File: src/rtl/alu_cmd_sequencer.sv
// Command sequencer for a combinational ALU: queues {a, b, mode, chain} commands,
// issues them one at a time on registered ALU lines and returns each result on a valid/ready channel.
module alu_cmd_sequencer #(
    parameter int DATA_WIDTH = 100,
    parameter int FIFO_DEPTH = 4,
    parameter int CNT_WIDTH  = 16
) (
    input  logic                  clk,
    input  logic                  rst_n,
    input  logic                  cmd_valid,
    output logic                  cmd_ready,
    input  logic [DATA_WIDTH-1:0] cmd_a,
    input  logic [DATA_WIDTH-1:0] cmd_b,
    input  logic [1:0]            cmd_mode,
    input  logic                  cmd_chain,
    output logic [DATA_WIDTH-1:0] alu_a,
    output logic [DATA_WIDTH-1:0] alu_b,
    output logic [1:0]            alu_mode,
    input  logic [DATA_WIDTH-1:0] alu_result,
    output logic                  rsp_valid,
    input  logic                  rsp_ready,
    output logic [DATA_WIDTH-1:0] rsp_data,
    output logic [1:0]            rsp_mode,
    output logic                  busy,
    output logic [CNT_WIDTH-1:0]  ops_done
);
    localparam int              PTR_W    = $clog2(FIFO_DEPTH);
    localparam int              ENT_W    = 2 * DATA_WIDTH + 3;
    localparam logic [PTR_W:0]  FULL_CNT = (PTR_W + 1)'(FIFO_DEPTH);

    typedef enum logic [1:0] {S_IDLE, S_ISSUE, S_CAPTURE, S_RESPOND} state_t;

    state_t                r_state;
    state_t                w_next;
    logic [ENT_W-1:0]      r_mem [FIFO_DEPTH];
    logic [PTR_W-1:0]      r_wr_ptr;
    logic [PTR_W-1:0]      r_rd_ptr;
    logic [PTR_W:0]        r_count;
    logic [DATA_WIDTH-1:0] r_alu_a;
    logic [DATA_WIDTH-1:0] r_alu_b;
    logic [1:0]            r_alu_mode;
    logic [DATA_WIDTH-1:0] r_rsp_data;
    logic [1:0]            r_rsp_mode;
    logic                  r_rsp_valid;
    logic [DATA_WIDTH-1:0] r_last;
    logic [CNT_WIDTH-1:0]  r_ops;

    logic                  w_push;
    logic                  w_pop;
    logic                  w_empty;
    logic [DATA_WIDTH-1:0] w_head_a;
    logic [DATA_WIDTH-1:0] w_head_b;
    logic [1:0]            w_head_mode;
    logic                  w_head_chain;

    assign cmd_ready = (r_count != FULL_CNT);
    assign w_empty   = (r_count == '0);
    assign w_push    = cmd_valid && cmd_ready;
    assign w_pop     = (r_state == S_ISSUE);
    assign {w_head_a, w_head_b, w_head_mode, w_head_chain} = r_mem[r_rd_ptr];

    always_ff @(posedge clk) begin
        if (w_push) begin
            r_mem[r_wr_ptr] <= {cmd_a, cmd_b, cmd_mode, cmd_chain};
        end
    end

    always_ff @(posedge clk or negedge rst_n) begin
        if (!rst_n) begin
            r_wr_ptr <= '0;
            r_rd_ptr <= '0;
            r_count  <= '0;
        end else begin
            if (w_push) r_wr_ptr <= r_wr_ptr + PTR_W'(1);
            if (w_pop)  r_rd_ptr <= r_rd_ptr + PTR_W'(1);
            case ({w_push, w_pop})
                2'b10:   r_count <= r_count + (PTR_W + 1)'(1);
                2'b01:   r_count <= r_count - (PTR_W + 1)'(1);
                default: r_count <= r_count;
            endcase
        end
    end

    always_ff @(posedge clk or negedge rst_n) begin
        if (!rst_n) r_state <= S_IDLE;
        else        r_state <= w_next;
    end

    always_comb begin
        w_next = r_state;
        case (r_state)
            // Leaving IDLE on the accepting edge lets a lone command issue on the next edge.
            S_IDLE:    if (!w_empty || w_push) w_next = S_ISSUE;
            S_ISSUE:   w_next = S_CAPTURE;
            S_CAPTURE: w_next = S_RESPOND;
            S_RESPOND: if (rsp_ready) w_next = w_empty ? S_IDLE : S_ISSUE;
            default:   w_next = S_IDLE;
        endcase
    end

    always_ff @(posedge clk or negedge rst_n) begin
        if (!rst_n) begin
            r_alu_a     <= '0;
            r_alu_b     <= '0;
            r_alu_mode  <= '0;
            r_rsp_data  <= '0;
            r_rsp_mode  <= '0;
            r_rsp_valid <= 1'b0;
            r_last      <= '0;
            r_ops       <= '0;
        end else begin
            case (r_state)
                S_ISSUE: begin
                    r_alu_a    <= w_head_chain ? r_last : w_head_a;
                    r_alu_b    <= w_head_b;
                    r_alu_mode <= w_head_mode;
                end
                S_CAPTURE: begin
                    r_rsp_data  <= alu_result;
                    r_rsp_mode  <= r_alu_mode;
                    r_last      <= alu_result;
                    r_rsp_valid <= 1'b1;
                end
                S_RESPOND: begin
                    if (rsp_ready) begin
                        r_rsp_valid <= 1'b0;
                        r_ops       <= r_ops + CNT_WIDTH'(1);
                    end
                end
                default: ;
            endcase
        end
    end

    assign alu_a     = r_alu_a;
    assign alu_b     = r_alu_b;
    assign alu_mode  = r_alu_mode;
    assign rsp_valid = r_rsp_valid;
    assign rsp_data  = r_rsp_data;
    assign rsp_mode  = r_rsp_mode;
    assign ops_done  = r_ops;
    assign busy      = !w_empty || (r_state != S_IDLE);
endmodule

File: config.mk
export PLATFORM = sky130hd
export DESIGN_NAME = alu_cmd_sequencer
export DESIGN_NICKNAME = d
export VERILOG_FILES = /design/src/rtl/alu_cmd_sequencer.sv
export SDC_FILE = /design/constraint.sdc
export NUM_CORES = 1
export LEC_CHECK = 0
export ABC_AREA = 1
export ABC_CLOCK_PERIOD_IN_PS = 14300
export BUFFER_PORTS_ARGS = -buffer_cell sky130_fd_sc_hd__buf_4
export CAP_MARGIN = 20
export CELL_PAD_IN_SITES_DETAIL_PLACEMENT = 1
export CELL_PAD_IN_SITES_GLOBAL_PLACEMENT = 2
export CORE_MARGIN = 3
export CORE_UTILIZATION = 38
export DETAILED_ROUTE_END_ITERATION = 10
export HOLD_SLACK_MARGIN = 0.08
export MAX_ROUTING_LAYER = met4
export PLACE_DENSITY = 0.84
export SYNTH_ARGS = -nofsm -noshare
export SYNTH_HDL_FRONTEND = slang
export SYNTH_SLANG_ARGS = --single-unit
File: constraint.sdc
create_clock -name clk -period 14.3 [get_ports clk]
set_clock_uncertainty 0.2 [all_clocks]
set_input_delay 0 -clock clk [delete_from_list [all_inputs] [get_ports clk]]
set_output_delay 0 -clock clk [all_outputs]
set_load 0.1 [all_outputs]
; ---- Word level (Yosys, flattened, before mapping)
; Memories as Yosys holds them, arrays and structs flattened.
; Index checks and enable logic that the tools add are counted.
[word_totals]
regBits = 330
ram_bits = 812
input_bits = 307
output_inout_bits = 323
memories = 1
[mem_list]
columns = memory, words, width, rd, rd_clocked_by_memory_dff, write_ports, line
row1 = r_mem, 4, 203, 1, 0, 1, 35  ; logic [ENT_W-1:0] r_mem [FIFO_DEPTH];
[classes]
addsub = 5
eq_ne = 8
muxes = 10
reduce_logical = 12
[op_table]
columns = op, n
row1 = two-way mux 100 bit, 1
row2 = adder 16 x 1 -> 16 bit (second input constant), 1
row3 = case mux 2 bit (4 select lines), 1
row4 = == test 2 bit (second input constant), 3
row5 = case mux 3 bit (2 select lines), 1
row6 = AND reduction 2 bit, 3
row7 = nonzero test 2 bit, 3
row8 = adder 2 x 1 -> 2 bit (second input constant), 2
row9 = == test 2 x 1 -> 1 bit (second input constant), 2
row10 = two-way mux 1 bit, 4
row11 = two-way mux 2 bit, 2
row12 = != test 2 bit (second input constant), 2
row13 = adder 3 x 1 -> 3 bit (second input constant), 1
row14 = zero test 3 bit, 1
row15 = != test 3 bit (second input constant), 1
row16 = subtractor 3 x 1 -> 3 bit (second input constant), 1
row17 = zero test 2 bit, 1
row18 = logical OR 1 bit, 2
row19 = case mux 1 bit (2 select lines), 1
row20 = logical AND 1 bit, 1
row21 = zero test 1 bit, 1

; ---- Depth between registers and ports, before layout
; Gate-level depths: netlist of the first run.
[depth]
depth_word = 5
ltp_mapped = 10
mapped_depth_nobuf = 9

; ---- Least setup slack after synthesis of the first run
; Ideal clock, no wire load.
[synth_path]
path_kind = reg-to-reg
start = register r_count[0]
end = memory r_mem[0][0] (netlist bit) (enable)
arrival_ns = 10.129
t_required_ns = 13.330
setup_slack_ns = 3.201
path_stages_with_launch = 5
cell_sequence = dfrtp_1 > inv_1 > nand3_1 > nand2_1 > nor2_1
[synth_via]
elab_chain_len = 4
[synth_rtl]
columns = element, line
row1 = from (decl), 38  ; logic [PTR_W:0] r_count;
row2 = from (signal assigned), 77  ; 2'b10: r_count <= r_count + (PTR_W + 1)'(1);
row3 = from (signal assigned), 78  ; 2'b01: r_count <= r_count - (PTR_W + 1)'(1);
row4 = from (signal assigned), 79  ; default: r_count <= r_count;
row5 = != test 3 bit, 56  ; assign cmd_ready = (r_count != FULL_CNT);
row6 = via cmd_ready, 11  ; output logic cmd_ready,
row7 = logical AND 1 bit, 58  ; assign w_push = cmd_valid && cmd_ready;
row8 = two-way mux 1 bit, 63  ; if (w_push) begin
row9 = two-way mux 1 bit (implied by the code), 64  ; r_mem[r_wr_ptr] <= {cmd_a, cmd_b, cmd_mode, cmd_chain};
row10 = to (decl), 35
; The timed path passes the listed nets, and every way through them passes these cells.

; ---- Final worst setup path of the first run
[layout_path]
start = register r_rd_ptr[0]
end = register r_alu_b[8] (netlist: alu_b[8])
[layout_via]
elab_chain_len = 1
[layout_rtl]
columns = element, line
row1 = from (decl), 37  ; logic [PTR_W-1:0] r_rd_ptr;
row2 = from (signal assigned), 75  ; if (w_pop) r_rd_ptr <= r_rd_ptr + PTR_W'(1);
row3 = memory (4 x 203 bit), --
row4 = to (signal assigned), 115  ; r_alu_b <= w_head_b;
row5 = to (decl), 40  ; logic [DATA_WIDTH-1:0] r_alu_b;
; Every way passes these cells.
; A chain may end at the register's enable or synchronous reset.

==> impl_metrics.py, run 1 <==
metrics = {
    "layout": {
        "drive_above_1_share": 0.168,
        "nNetsFinal": 5331,
        "nFillCells": 12100,
        "final_cells": 6667,
        "area_growth_pct": 36.3,
    },
    "route": {
        "via_per_inst": 5.04,
        "vias": 33600,
        "postRouteWirelength_mm": 145,
        "wl_met2_mm": 73.2,
        "drt_iter0_markers": 2262,
        "ant_nets": 0,
        "avgRoutedWirePerCell_microns": 21.7,
        "met3_length_mm": 8.76,
        "drt-met1-wl_mm": 57.3,
        "highest_layer": "met4",
        "drc": 0,
        "firstDrtPassIters": 5,
    },
    "floorplanning": {
        "die_y_microns": 348,
        "row_count": 124,
        "io_pins": 630,
        "core-area_sq_um": 115000,
        "initial_core_util": 0.386,
        "dieArea_sq_um": 121000,
        "die_width_microns": 348,
    },
    "timing": {
        "timing.fmax_ghz": 0.193,
        "tightest_slew_ps": 1120,
        "rsz0062_at_grt": "no",
        "min_period_ps": 5190,
        "maxSlewHeadroom": 0.255,
        "slew_violations": 0,
        "fin_setup_tns_ps": 0,
        "setup_viol": 0,
        "final_hold_viol_count": 0,
        "post-route-period-util": 0.363,
    },
    "global_route": {
        "grt_pass1_vias": 36800,
        "grt_max_degree": 134,
        "grtUsageTotal": 0.243,
        "grt_overflow": 0,
        "antenna_found_initial": 36,
        "grt_pass1_wl_mm": 220,
    },
    "yosys": {
        "synth_cell_types": 28,
        "syn-cell-area_sq_um": 44400,
        "async_reset_ff_frac": 0.289,
        "ys_seq_area_frac": 0.735,
        "yosysTopAreaCell": "edfxtp_1",
        "ys_warn_count": 0,
        "synth_top_area_share": 0.549,
        "syn_inst": 3842,
        "synth_area_leaders": "edfxtp_1 (55%), dfrtp_1 (19%), nand2_1 (11%)",
        "synth_ff_type": "edfxtp_1",
        "syn-num-nets": 4161,
        "synth_edf_count": 812,
        "yosys_register_bits": 1142,
        "syn_area_per_cell_sq_um": 11.6,
    },
    "run": {
        "cap_violations": 0,
    },
    "clock_network": {
        "cts_tree": "yes",
        "clock_latency_ps": 700,
        "clkTransAtPathRegs_ps": 60,
        "cts.htree.levels": 3,
        "cts_buffers": 120,
        "cts_resized": 0,
        "clockBufferDepth": 3,
        "cts.sinks": 1142,
        "root_buffer": "clkbuf_16",
    },
    "setup_path": {
        "critPathArrivalTime_ps": 5630,
        "end_kind": "register",
        "crit_path_max_fanout": 133,
        "start_kind": "register",
        "worstSetupPathType": "register to register",
        "crit_required_ps": 14740,
    },
    "placement": {
        "place_hpwl_mm": 80.6,
        "portBuffers": 629,
        "placed_cells": 5787,
        "globalplace.congestion": 0.780,
    },
    "hold_path": {
        "min_path_type": "primary input to register",
    },
    "run_status": {
        "outcome": "complete, no violations",
    },
}
worst max-delay path, cell delays in order, from the launching register on:
cell      delay (ps)
dfrtp_4          820
clkinv_8         590
buf_4            910
buf_4            870
buf_4            850
o21ai_0          230
o22ai_1          210
nand2_1          100
nand2_1           90
state kept, by name (all words and copies together), names as in the netlist:
| register | cells |
|---|---|
| r_count | 3 |
| r_mem | 812 |
| alu_a | 100 |
| r_rd_ptr | 2 |
| rsp_mode | 2 |
| r_state | 2 |
| rsp_valid | 1 |
| r_last | 100 |
| alu_mode | 2 |
| ops_done | 16 |
| alu_b | 100 |
| r_wr_ptr | 2 |
cell usage after synthesis (10+ instances only):
library cell	n
buf_1	21
nand3_1	412
clkbuf_1	98
nand2_1	1252
buf_6	14
edfxtp_1	812
ha_1	11
o22ai_1	102
dfrtp_1	330
buf_2	95
inv_1	129
nor2_1	219
xor2_1	10
o21ai_0	300
layout make-up:
cell class	count	area (sq um)	share of cell area
Tap cell	1512	1890	0.0312
Timing Repair Buffer	1281	11200	0.185
Inverter	131	514	0.00849
Multi-Input combinational cell	2336	10200	0.169
Clock buffer	179	3450	0.0569
Antenna cell	38	95.1	0.00157
Clock inverter	48	475	0.00785
Sequential cell	1142	32600	0.539
path summary, 6_finish.rpt:
path	start	to	slack (ps)	cells past startpoint
min reg2reg	alu_b[78]	alu_b[78]	280	2
max in group asynchronous	rst_n	alu_b[43]	10890	6
max reg2reg	r_rd_ptr[0]	alu_b[8]	9110	8
min in group asynchronous	rst_n	r_last[62]	290	4
max	r_rd_ptr[0]	alu_b[8]	9110	8
min	cmd_valid	r_state[0]	160	6
cells by family after synthesis:
| logic type | share of synthesized area |
|---|---|
| AOI/OAI and AO/OA | 0.0494 |
| muxes | 0.000507 |
| DFF | 0.735 |
| and+or+nand+nor | 0.172 |
| xor gates and xnor gates | 0.00296 |
| adders and majority gates | 0.00355 |
| buffers and inverters | 0.0362 |
placed cells by master (no fill, tap or decap), types with 3 or more instances in the layout:
cell and n:
o21ai_1 6, ha_1 9, nor2_1 215, clkbuf_16 122
dlygate4sd3_1 613, inv_1 128, buf_4 662, edfxtp_1 812
nor3_1 4, xnor2_1 5, o21ai_0 300, bufinv_16 7
dfrtp_1 328, clkinv_1 11, nor2_4 4, clkbuf_8 18
clkbuf_1 39, nand3_1 410, inv_6 4, xor2_1 10
nand2_1 1251, a21oi_1 3, diode_2 38, o22ai_1 102
buf_12 4, clkinv_2 19, nand4_1 6
layer usage:
layer | vias to the layer above | track usage
li1 | 15500 | -
met1 | 16900 | 0.277
met2 | 903 | 0.417
met3 | 287 | 0.0544
met4 | 0 | 0.0909
met5 | - | -
stage by stage:
stage	hold slack, ps	instance area (sq um)	worst slack, ps	utilization
2_1_floorplan	-496	44400	3200	-
3_3_place_gp	-163	50300	9200	0.437
3_5_place_dp	-152	50300	9110	0.437
4_1_cts	90.5	60400	9100	0.525
5_1_grt	168	60500	8650	0.526
6_report	165	60500	9110	0.526
repair_timing:
| action | CTS | global route |
|---|---|---|
| buffers inserted | 0 | 0 |
| hold endpoints to repair | 1141 | 0 |
| hold buffers | 614 | 0 |
Power of run 1 is left out: the tool's default activity adds up to more than one toggle a clock period on the data nets, which glitch-free logic cannot reach.
==> run 2: changes to the inputs <==
--- a/config.mk
+++ b/config.mk
@@ -6,17 +6,17 @@
 export NUM_CORES = 1
 export LEC_CHECK = 0
 export ABC_AREA = 1
-export ABC_CLOCK_PERIOD_IN_PS = 14300
+export ABC_CLOCK_PERIOD_IN_PS = 4400
 export BUFFER_PORTS_ARGS = -buffer_cell sky130_fd_sc_hd__buf_4
 export CAP_MARGIN = 20
 export CELL_PAD_IN_SITES_DETAIL_PLACEMENT = 1
 export CELL_PAD_IN_SITES_GLOBAL_PLACEMENT = 2
 export CORE_MARGIN = 3
-export CORE_UTILIZATION = 38
+export CORE_UTILIZATION = 34
 export DETAILED_ROUTE_END_ITERATION = 10
 export HOLD_SLACK_MARGIN = 0.08
 export MAX_ROUTING_LAYER = met4
-export PLACE_DENSITY = 0.84
+export PLACE_DENSITY = 0.79
 export SYNTH_ARGS = -nofsm -noshare
 export SYNTH_HDL_FRONTEND = slang
 export SYNTH_SLANG_ARGS = --single-unit
==> constraint.sdc (replaced) <==
create_clock -name clk -period 4.4 [get_ports clk]
set_clock_uncertainty 0.2 [all_clocks]
set_input_delay 0 -clock clk [delete_from_list [all_inputs] [get_ports clk]]
set_output_delay 0 -clock clk [all_outputs]
set_load 0.1 [all_outputs]
==> run 2 against run 1 <==
  * Flip-flop and latch count stayed put
  * Core utilization is 4.5 points lower
  * Worst setup slack worse by 7700 ps
  * Critical path type unchanged
  * Cell count is 3.7% higher
  * Critical path depth is 2 lower
  * Die area is 12% higher
  * Sequential share of layout area is 1.2 points lower
==> impl_metrics.py, run 2 (synthesis gave the netlist of run 1 again) <==
metrics = {
    "run_status": {
        "outcome": "complete, no violations",
    },
    "layout": {
        "top_register": "r_mem",
        "area_growth_pct": 39.3,
        "seq_area_sq_um": 32600,
        "final_cells": 6917,
        "nNetsFinal": 5366,
        "nFillCells": 13600,
        "drive_above_1_share": 0.176,
        "final_common_cell": "nand2_1",
        "final_cell_mix": "nand2_1 (1250), edfxtp_1 (812), buf_4 (661)",
        "largest_register_ffs": 812,
        "final_core_util": 0.481,
        "multiInputGateArea_sq_um": 10300,
    },
    "timing": {
        "rsz0062_at_grt": "no",
        "timing.fmax_ghz": 0.333,
        "tightest_slew_ps": 1080,
        "min_period_ps": 3000,
        "maxSlewHeadroom": 0.278,
        "post-route-period-util": 0.682,
        "final_hold_viol_count": 0,
        "setup_viol": 0,
        "setup_ws_ps": 1400,
        "slew_violations": 0,
    },
    "clock_network": {
        "cts_hold_buf": 613,
        "post_cts_buffers": 0,
        "cts_resized": 0,
        "cts.sinks": 1142,
        "cts.htree.levels": 4,
        "clock_latency_ps": 760,
        "cts_buffers": 131,
        "clockBufferDepth": 3,
        "cts_tree": "yes",
        "clkTransAtPathRegs_ps": 60,
        "root_buffer": "clkbuf_16",
    },
    "setup_path": {
        "start_kind": "register",
        "worstSetupPathType": "register to register",
        "end_kind": "register",
        "crit_path_top_delay_cell": "dfrtp_4",
        "cpMostUsedCell": "nand2_1",
        "cp_slowest_stage_delay_ps": 700,
        "critPathArrivalTime_ps": 3480,
        "worstPathCellList": "buf_4, buf_12, o21ai_0, o22ai_1, nand2_1, nand2_1",
        "crit_required_ps": 4880,
        "crit_path_max_fanout": 181,
        "crit_family": "buffers and inverters",
        "crit_buf_inv": 2,
    },
    "global_route": {
        "grtUsageTotal": 0.222,
        "grt_max_degree": 182,
        "grt_overflow": 0,
        "grt_pass1_vias": 36900,
        "grt_pass1_wl_mm": 225,
        "antenna_found_initial": 29,
    },
    "route": {
        "firstDrtPassIters": 5,
        "via_per_inst": 4.89,
        "postRouteWirelength_mm": 147,
        "drc": 0,
        "vias": 33900,
        "avgRoutedWirePerCell_microns": 21.3,
        "drt_iter0_markers": 2167,
        "ant_nets": 0,
    },
    "floorplanning": {
        "core-area_sq_um": 129000,
        "row_count": 131,
        "initial_core_util": 0.345,
        "io_pins": 630,
        "die_y_microns": 367,
        "dieArea_sq_um": 135000,
        "die_width_microns": 367,
    },
    "run": {
        "cap_violations": 0,
    },
    "placement": {
        "globalplace.congestion": 0.775,
        "dp_slack_ps": 1600,
        "placed_cells": 6030,
        "portBuffers": 629,
        "place_hpwl_mm": 83.7,
    },
    "hold_path": {
        "min_path_type": "register to register",
    },
}
run 2: worst paths after layout:
path | startpoint | end | slack (ps) | cells past startpoint
min in group asynchronous | rst_n | r_last[76] | 320 | 4
worst max register to register | r_rd_ptr[0] | alu_b[56] | 1400 | 6
worst max-delay path | r_rd_ptr[0] | alu_b[56] | 1400 | 6
worst min register to register | alu_b[82] | alu_b[82] | 280 | 2
worst min-delay path | alu_b[82] | alu_b[82] | 280 | 2
max in group asynchronous | rst_n | alu_a[47] | 3050 | 4
run 2: layout make-up:
type                            count  area share
Tap cell                         1729      0.0350
Inverter                          131     0.00835
Antenna cell                       31     0.00125
Clock inverter                     69      0.0139
Multi-Input combinational cell   2336       0.166
Sequential cell                  1142       0.528
Clock buffer                      174      0.0582
Timing Repair Buffer             1305       0.190
run 2: metrics by stage:
stage          setup TNS (ps)  hold slack, ps  instance area, sq um
4_1_cts                     0             257                 61800
2_1_floorplan         -105340            -496                 44500
3_5_place_dp                0            -148                 51200
3_3_place_gp                0            -150                 51200
6_report                    0             278                 61900
5_1_grt                     0             301                 61900
run 2: per-layer routing:
metal / up-vias / wire (microns) / track usage
met5: - / 0 / -
met4: 0 / 3370 / 0.0612
met3: 213 / 7520 / 0.0445
met2: 820 / 74900 / 0.382
met1: 17200 / 61400 / 0.265
li1: 15600 / - / -
run 2: worst register-to-register path: stages (launching register included):
cell	delay [ps]
dfrtp_4	700
buf_4	410
buf_12	500
o21ai_0	610
o22ai_1	250
nand2_1	100
nand2_1	170
Power of run 2 is left out for the same reason.
